[config.mk]
export PLATFORM = sky130hd
export DESIGN_NAME = dmem_arbiter_flat
export DESIGN_NICKNAME = d
export VERILOG_FILES = /design/src/rtl/dmem_arbiter_if.sv /design/src/rtl/dmem_arbiter.sv /design/src/flat_wrapper.sv
export SDC_FILE = /design/constraint.sdc
export NUM_CORES = 1
export LEC_CHECK = 0
export CORE_AREA = 2 2 115 117
export CTS_CLUSTER_DIAMETER = 40
export DETAILED_ROUTE_END_ITERATION = 6
export DIE_AREA = 0 0 117 119
export SYNTH_ARGS = -nofsm -noshare
export SYNTH_HDL_FRONTEND = slang
export SYNTH_SLANG_ARGS = --single-unit
[constraint.sdc]
create_clock -name clk -period 3.4 [get_ports clk]
set_clock_uncertainty 0.15 [all_clocks]
set_input_delay 0.51 -clock clk [delete_from_list [all_inputs] [get_ports clk]]
set_output_delay 0.51 -clock clk [all_outputs]
set_load 0.02 [all_outputs]
[src/rtl/dmem_arbiter_if.sv]
// Bundle of core, host and data-memory signals around the data-memory arbiter.
// slave is the arbiter's view; master is the view of the core/host/memory side.
interface dmem_arbiter_if;
  logic        core_req;
  logic        core_we;
  logic [31:0] core_addr;
  logic [31:0] core_wdata;
  logic [31:0] core_rdata;
  logic        core_stall;
  logic        host_req;
  logic        host_we;
  logic [31:0] host_addr;
  logic [31:0] host_wdata;
  logic [31:0] host_rdata;
  logic        host_gnt;
  logic        mem_we;
  logic [31:0] mem_addr;
  logic [31:0] mem_wdata;
  logic [31:0] mem_rdata;

  modport slave (
    input  core_req, core_we, core_addr, core_wdata,
    input  host_req, host_we, host_addr, host_wdata,
    input  mem_rdata,
    output core_rdata, core_stall, host_rdata, host_gnt,
    output mem_we, mem_addr, mem_wdata
  );

  modport master (
    output core_req, core_we, core_addr, core_wdata,
    output host_req, host_we, host_addr, host_wdata,
    output mem_rdata,
    input  core_rdata, core_stall, host_rdata, host_gnt,
    input  mem_we, mem_addr, mem_wdata
  );
endinterface

[src/rtl/dmem_arbiter.sv]
// Core-priority data-memory arbiter with starvation-forced host bursts.
// Optional DMEM_ARB_PERF_EN adds stall / host-grant performance counters.
module dmem_arbiter #(
  parameter int unsigned STARVE_LIMIT = 8,
  parameter int unsigned MAX_BURST    = 4
) (
  input logic           clk,
  input logic           reset,
  dmem_arbiter_if.slave bus
`ifdef DMEM_ARB_PERF_EN
  ,
  output logic [31:0]   perf_stall_cnt,
  output logic [31:0]   perf_host_cnt
`endif
);

  typedef enum logic {CORE_PRI, HOST_BURST} state_t;

  localparam logic [7:0] WAIT_LAST  = 8'(STARVE_LIMIT - 1);
  localparam logic [7:0] WAIT_MAX   = 8'(STARVE_LIMIT);
  localparam logic [7:0] BURST_LAST = 8'(MAX_BURST - 1);

  state_t     state;
  logic [7:0] wait_cnt;
  logic [7:0] burst_cnt;
  logic       host_gnt;
  logic       core_srv;

  // Reset gates every grant so nothing reaches memory while reset is held.
  always_comb begin
    host_gnt = 1'b0;
    core_srv = 1'b0;
    if (!reset) begin
      if (state == HOST_BURST) host_gnt = bus.host_req;
      else                     host_gnt = bus.host_req & ~bus.core_req;
      core_srv = bus.core_req & ~host_gnt;
    end
  end

  assign bus.host_gnt   = host_gnt;
  assign bus.core_stall = bus.core_req & host_gnt;
  assign bus.mem_addr   = host_gnt ? bus.host_addr  : bus.core_addr;
  assign bus.mem_wdata  = host_gnt ? bus.host_wdata : bus.core_wdata;
  assign bus.mem_we     = (host_gnt & bus.host_we) | (core_srv & bus.core_we);
  assign bus.core_rdata = bus.mem_rdata;
  assign bus.host_rdata = bus.mem_rdata;

  always_ff @(posedge clk) begin
    if (reset) begin
      state     <= CORE_PRI;
      wait_cnt  <= 8'd0;
      burst_cnt <= 8'd0;
    end else begin
      if (!bus.host_req || host_gnt) wait_cnt <= 8'd0;
      else if (wait_cnt != WAIT_MAX) wait_cnt <= wait_cnt + 8'd1;

      case (state)
        CORE_PRI: begin
          if (bus.host_req && !host_gnt && wait_cnt == WAIT_LAST) state <= HOST_BURST;
        end
        HOST_BURST: begin
          // host_req=1 here always means a grant this cycle.
          if (!bus.host_req || burst_cnt == BURST_LAST) begin
            state     <= CORE_PRI;
            burst_cnt <= 8'd0;
          end else begin
            burst_cnt <= burst_cnt + 8'd1;
          end
        end
        default: state <= CORE_PRI;
      endcase
    end
  end

`ifdef DMEM_ARB_PERF_EN
  always_ff @(posedge clk) begin
    if (reset) begin
      perf_stall_cnt <= 32'd0;
      perf_host_cnt  <= 32'd0;
    end else begin
      if (bus.core_stall) perf_stall_cnt <= perf_stall_cnt + 32'd1;
      if (host_gnt)       perf_host_cnt  <= perf_host_cnt + 32'd1;
    end
  end
`endif

endmodule

[src/flat_wrapper.sv]
// flat-port wrapper written by rule: the top's interface ports become plain ports
module dmem_arbiter_flat 
#(
  parameter int unsigned STARVE_LIMIT = 8,
  parameter int unsigned MAX_BURST    = 4
)
  (clk, reset, bus_core_req, bus_core_we, bus_core_addr, bus_core_wdata, bus_host_req, bus_host_we, bus_host_addr, bus_host_wdata, bus_mem_rdata, bus_core_rdata, bus_core_stall, bus_host_rdata, bus_host_gnt, bus_mem_we, bus_mem_addr, bus_mem_wdata);
  dmem_arbiter_if bus_i ();
  input logic clk;
  input logic reset;
  input wire logic [$bits(bus_i.core_req)-1:0] bus_core_req;
  input wire logic [$bits(bus_i.core_we)-1:0] bus_core_we;
  input wire logic [$bits(bus_i.core_addr)-1:0] bus_core_addr;
  input wire logic [$bits(bus_i.core_wdata)-1:0] bus_core_wdata;
  input wire logic [$bits(bus_i.host_req)-1:0] bus_host_req;
  input wire logic [$bits(bus_i.host_we)-1:0] bus_host_we;
  input wire logic [$bits(bus_i.host_addr)-1:0] bus_host_addr;
  input wire logic [$bits(bus_i.host_wdata)-1:0] bus_host_wdata;
  input wire logic [$bits(bus_i.mem_rdata)-1:0] bus_mem_rdata;
  output wire logic [$bits(bus_i.core_rdata)-1:0] bus_core_rdata;
  output wire logic [$bits(bus_i.core_stall)-1:0] bus_core_stall;
  output wire logic [$bits(bus_i.host_rdata)-1:0] bus_host_rdata;
  output wire logic [$bits(bus_i.host_gnt)-1:0] bus_host_gnt;
  output wire logic [$bits(bus_i.mem_we)-1:0] bus_mem_we;
  output wire logic [$bits(bus_i.mem_addr)-1:0] bus_mem_addr;
  output wire logic [$bits(bus_i.mem_wdata)-1:0] bus_mem_wdata;
  assign bus_i.core_req = bus_core_req;
  assign bus_i.core_we = bus_core_we;
  assign bus_i.core_addr = bus_core_addr;
  assign bus_i.core_wdata = bus_core_wdata;
  assign bus_i.host_req = bus_host_req;
  assign bus_i.host_we = bus_host_we;
  assign bus_i.host_addr = bus_host_addr;
  assign bus_i.host_wdata = bus_host_wdata;
  assign bus_i.mem_rdata = bus_mem_rdata;
  assign bus_core_rdata = bus_i.core_rdata;
  assign bus_core_stall = bus_i.core_stall;
  assign bus_host_rdata = bus_i.host_rdata;
  assign bus_host_gnt = bus_i.host_gnt;
  assign bus_mem_we = bus_i.mem_we;
  assign bus_mem_addr = bus_i.mem_addr;
  assign bus_mem_wdata = bus_i.mem_wdata;
  dmem_arbiter #(.STARVE_LIMIT(STARVE_LIMIT), .MAX_BURST(MAX_BURST)) u_core (.clk(clk), .reset(reset), .bus(bus_i));
endmodule
# == Yosys cells after proc, flatten, opt, wreduce, memory -nomap -nowiden ==
# Cells that the tools add are included.
# word_totals
regBits,17
in_bits,166
# classes
addsub,2
n_eq_ne,3
n_mux,10
n_bitwise,9
n_reduce_logical,7
# op_table
cell,n
$mux 32,2
$add 8x1->8 const B,2
$eq 8x2->1 const B,1
$eq 8x3->1 const B,1
$mux 8,1
$ne 8x4->1 const B,1
$mux 1,6
$and 1x1->1,5
$not 1->1,3
$logic_and 1x1->1,2
$logic_not 1->1,2
$logic_or 1x1->1,2
$pmux 1 s2,1
$reduce_or 2->1,1
$or 1x1->1,1

# == Depth between registers and ports, before layout ==
# Gate-level depths: netlist (run 1).
# logic_depth
depth_word,10
depth_mapped,6
depth_no_buf,5

# == Least setup slack after synthesis (run 1) ==
# OpenSTA, ideal clock, no wires.
# synth_timing
path_kind,input port to output port
startpoint,input port reset
endpoint,output port bus_mem_addr[0]
t_arrival_ns,1.467
required_ns,2.740
path_slack_ns,1.273
path_stages,5
path_buffers,3
path_cell_list,buf_2 nand3b_1 buf_6 buf_6 mux2_4
# synth_between
elab_chain_cells,2
# synth_rtl
element,line_no,rtl
from (decl),flat_wrapper.sv:10,input logic reset;
$mux 1,dmem_arbiter.sv:33,if (!reset) begin
$mux 32,dmem_arbiter.sv:42,assign bus.mem_addr = host_gnt ? bus.host_addr : bus.core_addr;
to (decl),flat_wrapper.sv:25,output wire logic [$bits(bus_i.mem_addr)-1:0] bus_mem_addr;
# Every way passes these cells.

# == Worst setup path in the final report (run 1) ==
# layout_timing
startpoint,input port bus_core_req
endpoint,output port bus_mem_wdata[30]
# layout_between
elab_chain_cells,6
# layout_rtl
element,line_no,rtl
from (decl),flat_wrapper.sv:11,input wire logic [$bits(bus_i.core_req)-1:0] bus_core_req;
$not 1->1,dmem_arbiter.sv:35,else host_gnt = bus.host_req & ~bus.core_req;
$and 1x1->1,dmem_arbiter.sv:35,
$mux 1,dmem_arbiter.sv:34,if (state == HOST_BURST) host_gnt = bus.host_req;
$mux 1 (2 in series),dmem_arbiter.sv:33,
$mux 32,dmem_arbiter.sv:43,assign bus.mem_wdata = host_gnt ? bus.host_wdata : bus.core_wdata;
to (decl),flat_wrapper.sv:26,output wire logic [$bits(bus_i.mem_wdata)-1:0] bus_mem_wdata;
# Every way passes these cells. The select of a mux whose other input is x is not followed.

==> flow_summary.yaml, run 1 <==
timing:
  slew_headroom_pct: 72.4
  min_period_ns: 3.27
  hold_violations: 0
  final-max-slew-violation-count: 0
  max_clock_freq_ghz: 0.306
  timing.final.crit_share_pct: 96.1
  timing_worst_slew_pin_value_ns: 0.410
  fin_setup_tns_ns: 0
  rsz_0062_raised_after_global_routing: "no"
  whs_ns: 0.369
  final-setup-viol-count: 0
worst_setup_path:
  arrival_ns: 2.61
  path_common_cell: "clkdlybuf4s50_1"
  critical_path_required_ns: 2.74
  cp_cell_sequence: "clkdlybuf4s50_1 -> nand2b_1 -> nand3b_1 -> buf_12 -> buf_4 -> mux2_4 -> clkdlybuf4s50_1"
  path_class: "in2out"
  slowest_stage: "clkdlybuf4s50_1"
  r2r_start: "u_core.burst_cnt[0]"
  reg2regPathDepth: 4
  cp-end-kind: "output pin"
  timing.rr.end: "u_core.burst_cnt[3]"
  setup.reg_to_reg.worst_slack_ns: 1.72
  worst-path-max-fanout: 46
  nature_of_the_critical_path_startpoint: "input pin"
  critical_path.n_buffers_inverters: 4
  critPathMaxStageDelay_ns: 0.54
  worst_path_dominant_cell_family: "buffers and inverters"
logic_synthesis:
  ys_warn_count: 0
  ys.flop_type: "dfxtp_1"
  syn-instance-count: 243
  synthDistinctLibCells: 41
  fraction_of_registers_with_async_set_or_reset_after_synthesis_pct: 0
  synthMostInstantiatedCell: "buf_4"
  synth_seq_cells: 17
  seq_area_frac_synth_pct: 14.2
  synth_area_per_cell_sq_um: 9.84
  synth_largest_type_area_fraction_pct: 30.8
  yosys-top-cells-count: "buf_4 (66), mux2_4 (49), dfxtp_1 (17)"
  post-synth-top-area-cell: "mux2_4"
  cell_area_synth_sq_mm: 0.00239
  syn_nets: 412
  synth_edf_count: 0
  synthTopCellsByArea: "mux2_4 (31%), buf_4 (21%), dfxtp_1 (14%)"
finish:
  drive_gt1_share_pct: 17.4
  syn2layout_area_growth_pct: 74.8
  antenna_cells: 0
  finalNetCount: 550
clock_tree:
  clk-insertion-delay-late_ns: 0.24
  postCtsSetupRepairBufs: 0
  cts.hold.buffers_added: 0
  htreeDepth: 1
  ctsRootBufferMaster: "clkbuf_16"
  clk_pin_slew_worst_paths_ns: 0.05
  cts_inserted_buffers: 3
  number_of_buffers_on_the_longest_clock_path: 2
  post_cts_resized: 0
  cts_tree: "yes"
  cts.sink_count: 17
power:
  cellLeakagePower_uw: 0.00167
  power.ir.vdd_worst_uv: 228
  power_density_mw_per_mm2: 219
global_routing:
  grt_remaining_overflow: 0
  global_route.usage.total_pct: 13.6
  grt_pass1_vias: 2308
  grt_antenna_before_repair: 1
  global_route_wire_length_before_repair_um: 14200
  grt_max_degree: 47
drt:
  routed-wl-met3_um: 1370
  detailedRoute.firstIterationViolations: 66
  via_count_of_the_routed_design: 2293
  detailedRoute.firstPassIterationCount: 5
  detailroute.wirelength.met2_um: 4400
  wl_per_cell_um: 19.0
  routed_via_density: 4.12
  drt-met1-wl_um: 4760
  route.top_layer_used: "met5"
  total_wire_length_um: 10600
  drc_errors: 0
  antenna_violating_nets_post_route: 0
floorplan:
  floorplan.rows: 42
  core_area_sq_mm: 0.0129
  start_util_pct: 18.6
  floorplan.die_area_sq_mm: 0.0139
  die_width_um: 117
  total_i_o_pin_count: 297
  die_height_um: 119
place:
  buffer_ports.inserted: 200
  placed_wire_length_estimate_um: 8800
  globalplace.congestion: 0.775
status:
  outcome: "finished, final reports clean"
hold_path:
  origin_of_the_worst_min_delay_path: "u_core.burst_cnt[7]"
  hold_depth: 2
  min_to: "u_core.burst_cnt[7]"
  worstHoldPathType: "reg2reg"
job:
  max_cap_violations: 0
## power by group
| group | leakage, uW | total (uW) | switching [uW] | internal (uW) |
|---|---|---|---|---|
| clock network | 0.0000382 | 235 | 75.9 | 159 |
| logic | 0.00150 | 480 | 177 | 302 |
| registers | 0.000137 | 201 | 0.799 | 200 |
## how the worst max path moves through the flow
stage          slack [ns]  cells past startpoint           endpoint         start
6_report             0.13                      7  bus_mem_wdata[30]  bus_core_req
2_1_floorplan        1.27                      5    bus_mem_addr[0]         reset
3_3_place_gp         0.16                      6  bus_mem_wdata[30]         reset
5_1_grt              0.05                      7  bus_mem_wdata[30]  bus_core_req
3_5_place_dp         0.14                      7  bus_mem_wdata[30]  bus_core_req
4_1_cts              0.14                      7  bus_mem_wdata[30]  bus_core_req
## flip-flops by register name (all words and copies together), names as in the netlist
name / cells
u_core.wait_cnt: 8
u_core.state: 1
u_core.burst_cnt: 8
## worst min-delay path, delay by kind of cell (launching register included)
kind               cells  cell delay, ns
AOI/OAI and AO/OA      1            0.06
DFF                    1            0.33
and+or+nand+nor        1            0.08
## placed cells by master (no fill, tap or decap), drive strengths merged, types with 4 or more instances in the layout
master | netlist | routed
a21oi | 6 | 6
buf | 74 | 8
clkbuf | 0 | 4
clkdlybuf4s50 | 0 | 199
dfxtp | 17 | 17
inv | 6 | 6
mux2 | 64 | 64
nand2 | 7 | 7
nand2b | 5 | 5
nand3 | 9 | 9
nor2 | 5 | 5
nor3 | 4 | 4
o21ai | 8 | 8
xor2 | 4 | 4
## cell families after synthesis
group / Yosys count / share of synthesized area (%)
buffers and inverters: 80 / 24.9
multiplexers: 64 / 37.8
AND/OR/NAND/NOR: 48 / 11.8
AO/OA/AOI/OAI: 26 / 7.90
flip-flops: 17 / 14.2
XOR/XNOR: 5 / 1.83
adder cells (fa/ha/maj): 3 / 1.57
## routing by layer
| metal | vias to the layer above | GRT usage (%) |
|---|---|---|
| li1 | 1067 | - |
| met1 | 1057 | 18.2 |
| met2 | 161 | 20.4 |
| met3 | 6 | 6.72 |
| met4 | 2 | 1.25 |
| met5 | - | 0 |
## area by class of cell
| cell class | count | area (sq um) |
|---|---|---|
| fill | 1336 | 8690 |
| sequential | 17 | 340 |
| clock buffer | 4 | 78.8 |
| multi-input combinational | 146 | 1460 |
| inverter | 6 | 22.5 |
| timing repair buffer | 207 | 2060 |
| tap | 176 | 220 |
## through the flow
stage | instance area, sq um | total power [uW] | setup WS (ns) | cells | utilization (%)
2_1_floorplan | 2390 | 503 | 1.27 | 243 | -
3_3_place_gp | 4100 | 685 | 0.161 | 552 | 31.9
3_5_place_dp | 4100 | 683 | 0.141 | 552 | 31.9
6_report | 4180 | 915 | 0.131 | 556 | 32.5
5_1_grt | 4180 | 949 | 0.0501 | 556 | 32.5
4_1_cts | 4180 | 926 | 0.140 | 556 | 32.5
(Power assumes the default switching activity.)
==> inputs of run 2 (changes only) <==
==> constraint.sdc (replaced) <==
create_clock -name clk -period 3.4 [get_ports clk]
set_clock_uncertainty 0.15 [all_clocks]
set_input_delay 0.51 -clock clk [delete_from_list [all_inputs] [get_ports clk]]
set_output_delay 0.51 -clock clk [all_outputs]
set_load 0.1 [all_outputs]
==> run 2 against run 1 <==
Critical path depth is 1 lower; first-iteration DRC count is 3.0% lower; clock power hardly changed; maximum frequency is 9.9% higher; register-to-register slack worse by 0.07 ns; routed wire length is 0.47% lower; final cell count is 0.18% lower; count of clock-buffer cells in the layout stayed put; non-clock buffer count is 3 lower; design area is 15% higher; via count is 0.92% lower; combinational power is 100% higher.
==> flow_summary.yaml, run 2 (synthesized netlist as in run 1, its figures left out) <==
worst_setup_path:
  nature_of_the_critical_path_startpoint: "input pin"
  critical_path_required_ns: 2.74
  worst-path-stages: 6
  path_common_cell: "buf_12"
  path_class: "in2out"
  cp_cell_sequence: "clkdlybuf4s50_1 -> nand2b_1 -> nand3b_1 -> buf_12 -> mux2_1 -> buf_12"
  setup.reg_to_reg.worst_slack_ns: 1.65
  critical_path.n_buffers_inverters: 3
  r2r_start: "u_core.burst_cnt[0]"
  worst_path_dominant_cell_family: "buffers and inverters"
  reg2regPathDepth: 4
  cp-end-kind: "output pin"
  arrival_ns: 2.32
  worst-path-max-fanout: 37
  slowest_stage: "clkdlybuf4s50_1"
  timing.rr.end: "u_core.burst_cnt[3]"
  critPathMaxStageDelay_ns: 0.58
finish:
  n_fill_cell: 1245
  final_core_utilization_pct: 37.5
  reg_top3: "u_core.burst_cnt x8, u_core.wait_cnt x8, u_core.state x1"
  finalNetCount: 547
  seqCellArea_sq_um: 340
  layout.cells.most_common_list: "clkdlybuf4s50_1 (133), buf_12 (67), mux2_4 (49), dfxtp_1 (17), mux2_1 (14)"
  syn2layout_area_growth_pct: 102
  most_common_cell_after_layout_fill_and_taps_aside: "clkdlybuf4s50_1"
  area_of_combinational_cells_with_multiple_inputs_sq_mm: 0.00146
  drive_gt1_share_pct: 34.2
clock_tree:
  cts.hold.buffers_added: 0
  postCtsSetupRepairBufs: 0
  ctsRootBufferMaster: "clkbuf_16"
  clk_pin_slew_worst_paths_ns: 0.05
  number_of_buffers_on_the_longest_clock_path: 2
  cts_tree: "yes"
  clk-insertion-delay-late_ns: 0.25
  cts_inserted_buffers: 3
  htreeDepth: 1
  cts.sink_count: 17
  post_cts_resized: 0
timing:
  fin_setup_tns_ns: 0
  rsz_0062_raised_after_global_routing: "no"
  hold_violations: 0
  final-max-slew-violation-count: 0
  min_period_ns: 2.98
  slew_headroom_pct: 71.7
  timing_worst_slew_pin_value_ns: 0.419
  max_clock_freq_ghz: 0.336
  final-setup-viol-count: 0
  timing.final.crit_share_pct: 87.5
power:
  power_density_mw_per_mm2: 292
  power.ir.vdd_worst_uv: 289
  cellLeakagePower_uw: 0.00203
floorplan:
  start_util_pct: 18.6
  core_area_sq_mm: 0.0129
  floorplan.rows: 42
  total_i_o_pin_count: 297
  die_height_um: 119
  floorplan.die_area_sq_mm: 0.0139
  die_width_um: 117
drt:
  wl_per_cell_um: 19.0
  routed_via_density: 4.09
  detailedRoute.firstIterationViolations: 64
  detailedRoute.firstPassIterationCount: 4
  total_wire_length_um: 10500
  drc_errors: 0
  antenna_violating_nets_post_route: 0
  via_count_of_the_routed_design: 2272
hold_path:
  min_to: "u_core.burst_cnt[6]"
  worstHoldPathType: "reg2reg"
  origin_of_the_worst_min_delay_path: "u_core.burst_cnt[6]"
  hold_depth: 1
global_routing:
  grt_remaining_overflow: 0
  global_route.usage.total_pct: 13.9
  global_route_wire_length_before_repair_um: 14400
  grt_pass1_vias: 2375
  grt_antenna_before_repair: 2
  grt_max_degree: 38
place:
  placed_wire_length_estimate_um: 8870
  globalplace.congestion: 0.753
  buffer_ports.inserted: 200
job:
  max_cap_violations: 0
status:
  outcome: "finished, final reports clean"
## run 2: cell types whose count changed in the layout (fill, tap and decap cells not counted)
cell and delta:
diode_2 +2, clkdlybuf4s50_1 -66, buf_12 +66, buf_4 -3
## run 2: through the flow
stage | std cells | instance area, sq um | total power (uW) | hold slack, ns | setup slack [ns]
floorplan | 243 | 2390 | 1100 | 0.319 | 0.665
global placement | 549 | 4740 | 1180 | 0.337 | 0.431
detailed placement | 549 | 4740 | 1180 | 0.361 | 0.419
CTS | 553 | 4820 | 1420 | 0.371 | 0.412
global route | 553 | 4820 | 1450 | 0.384 | 0.337
finish | 555 | 4830 | 1410 | 0.373 | 0.425
## run 2: worst reg2reg max path: stages, from the launching register on
cell     delay (ns)
dfxtp_1        0.43
ha_1           0.28
nor4b_1        0.39
a21o_1         0.27
o21ai_0        0.10
## run 2: metal layers
layer / vias to the layer above / global-route usage [%] / routed length [um]
li1: 1065 / - / -
met4: 2 / 1.91 / 55
met2: 169 / 22.3 / 4640
met1: 1027 / 16.8 / 4330
met5: - / 0 / 19
met3: 9 / 7.53 / 1490
## run 2: how the worst max path moves through the flow
stage	from	endpoint	slack (ns)
2_1_floorplan	bus_host_req	bus_mem_we	0.66
3_3_place_gp	bus_core_req	bus_mem_wdata[31]	0.43
3_5_place_dp	bus_core_req	bus_mem_wdata[12]	0.42
4_1_cts	bus_core_req	bus_mem_wdata[12]	0.41
5_1_grt	bus_core_req	bus_mem_wdata[5]	0.34
6_report	bus_core_req	bus_mem_addr[31]	0.42
## run 2: power breakdown
part | leakage (uW) | internal (uW) | switching (uW)
sequential | 0.000137 | 200 | 0.898
clock | 0.0000382 | 159 | 77.9
combinational | 0.00185 | 423 | 550
total | 0.00203 | 782 | 629
## run 2: area by class of cell
type | count | share of cell area [%]
Timing Repair Buffer | 204 | 56.0
Multi-Input combinational cell | 146 | 30.2
Sequential cell | 17 | 7.05
Tap cell | 176 | 4.56
Clock buffer | 4 | 1.63
Inverter | 6 | 0.467
Antenna cell | 2 | 0.104
==> inputs of run 3 (changes only) <==
--- a/config.mk
+++ b/config.mk
@@ -9,6 +9,9 @@
 export CTS_CLUSTER_DIAMETER = 40
 export DETAILED_ROUTE_END_ITERATION = 6
 export DIE_AREA = 0 0 117 119
+export GPL_ROUTABILITY_DRIVEN = 0
+export RECOVER_POWER = 25
+export REMOVE_ABC_BUFFERS = 1
 export SYNTH_ARGS = -nofsm -noshare
 export SYNTH_HDL_FRONTEND = slang
 export SYNTH_SLANG_ARGS = --single-unit
==> run 3 against run 2 <==
Utilization is 0.14 points lower; non-clock buffer count is the same; critical path type unchanged; largest cell class unchanged; worst hold slack worse by 0.0075 ns; highest routed layer unchanged; largest power group unchanged; critical path depth stayed put.
==> flow_summary.yaml, run 3 (synthesized netlist as in run 1, its figures left out) <==
power:
  cellInternalPower_uw: 781
  power.switching_uw: 620
  p_sw_share_pct: 44.3
  comb_power_share_pct: 69.0
  power_density_mw_per_mm2: 291
  power.sequential.fraction_pct: 14.4
  power.ir.vdd_worst_uv: 138
  cellLeakagePower_uw: 0.00202
  power_frac_clock_pct: 16.7
clock_tree:
  clk_pin_slew_worst_paths_ns: 0.05
  htreeDepth: 1
  cts_tree: "yes"
  cts_inserted_buffers: 3
  number_of_buffers_on_the_longest_clock_path: 2
  cts.sink_count: 17
  clk-insertion-delay-late_ns: 0.25
  post_cts_resized: 0
  cts.hold.buffers_added: 0
  postCtsSetupRepairBufs: 0
  ctsRootBufferMaster: "clkbuf_16"
finish:
  seqCellArea_sq_um: 340
  area_of_combinational_cells_with_multiple_inputs_sq_mm: 0.00146
  layout.cells.most_common_list: "clkdlybuf4s50_1 (133), buf_12 (66), mux2_4 (49), dfxtp_1 (17), mux2_1 (14)"
  syn2layout_area_growth_pct: 101
  reg_top3: "u_core.burst_cnt x8, u_core.wait_cnt x8, u_core.state x1"
  most_common_cell_after_layout_fill_and_taps_aside: "clkdlybuf4s50_1"
  drive_gt1_share_pct: 34.2
  finalNetCount: 547
  antenna_cells: 0
  finalInstanceArea_sq_mm: 0.00481
  n_fill_cell: 1256
timing:
  post-route-worst-setup-slack_ns: 0.441
  rsz_0062_raised_after_global_routing: "no"
  timing.final.crit_share_pct: 87.0
  whs_ns: 0.365
  final-max-slew-violation-count: 0
  slew_headroom_pct: 72.3
  hold_violations: 0
  final-setup-viol-count: 0
  min_period_ns: 2.96
  timing_worst_slew_pin_value_ns: 0.409
  max_clock_freq_ghz: 0.338
floorplan:
  die_width_um: 117
  total_i_o_pin_count: 297
  floorplan.die_area_sq_mm: 0.0139
  start_util_pct: 18.6
  core_area_sq_mm: 0.0129
  floorplan.rows: 42
  die_height_um: 119
drt:
  route.top_layer_used: "met5"
  antenna_violating_nets_post_route: 0
  routed_via_density: 4.38
  via_count_of_the_routed_design: 2422
  detailroute.wirelength.met2_um: 5480
  total_wire_length_um: 11900
  drt-met1-wl_um: 4190
  wl_per_cell_um: 21.6
  routed-wl-met3_um: 2000
  detailedRoute.firstPassIterationCount: 4
  drc_errors: 0
  detailedRoute.firstIterationViolations: 119
job:
  max_cap_violations: 0
place:
  dpl_cell_area_sq_mm: 0.00473
  placement.setup.worst_slack_ns: 0.414
  placed_wire_length_estimate_um: 10100
  buffer_ports.inserted: 200
status:
  outcome: "finished, final reports clean"
global_routing:
  grt_max_degree: 47
  grt_pass1_vias: 2463
  global_route_wire_length_before_repair_um: 16100
  grt_antenna_before_repair: 0
  global_route.usage.total_pct: 15.7
  grt_remaining_overflow: 0
worst_setup_path:
  path_class: "in2out"
  arrival_ns: 2.30
  critical_path_required_ns: 2.74
  nature_of_the_critical_path_startpoint: "input pin"
  cp-end-kind: "output pin"
  worst-path-max-fanout: 19
hold_path:
  worstHoldPathType: "reg2reg"
-- run 3: changes by cell type in the layout (fill, tap and decap cells not counted) --
cell and delta:
buf_12 -1, buf_4 +1, diode_2 -2
-- run 3: per-stage QoR --
stage,std cells,util (%),setup TNS (ns),power (uW)
6_report,553,37.3,0,1400
5_1_grt,553,37.3,0,1440
4_1_cts,553,37.3,0,1420
3_5_place_dp,549,36.7,0,1170
3_3_place_gp,549,36.7,0,1170
2_1_floorplan,169,-,-76.48,739
-- run 3: layout make-up --
cell class | instances | area share, %
multi-input combinational | 146 | 30.3
sequential | 17 | 7.08
timing repair buffer | 204 | 55.9
inverter | 6 | 0.468
tap | 176 | 4.58
clock buffer | 4 | 1.64
-- run 3: power groups by stage --
stage                     Clock, uW  Sequential [uW]  Combinational (uW)
after floorplan                   0              205                 534
after global placement            0              205                 967
after detailed placement          0              205                 970
after CTS                       242              201                 974
after global routing            251              201                 990
final                           234              201                 966
-- run 3: critical path, stage by stage --
cell,delay (ns)
clkdlybuf4s50_1,0.56
nand2b_1,0.11
nand3b_1,0.17
buf_4,0.35
mux2_1,0.41
buf_12,0.18
-- run 3: metal layers --
| metal | GRT usage (%) | vias up |
|---|---|---|
| met5 | 6.27 | - |
| met4 | 3.01 | 5 |
| met3 | 10.9 | 14 |
| met2 | 25.1 | 197 |
| met1 | 16.7 | 1140 |
| li1 | - | 1066 |
-- run 3: path summary, 6_finish.rpt --
kind                             from                  end  slack (ns)  cells after the start
setup reg to reg  u_core.burst_cnt[0]  u_core.burst_cnt[3]        1.69                      4
setup / recovery         bus_core_req     bus_mem_wdata[6]        0.44                      6
hold reg to reg   u_core.burst_cnt[7]  u_core.burst_cnt[7]        0.37                      2
hold / removal    u_core.burst_cnt[7]  u_core.burst_cnt[7]        0.37                      2
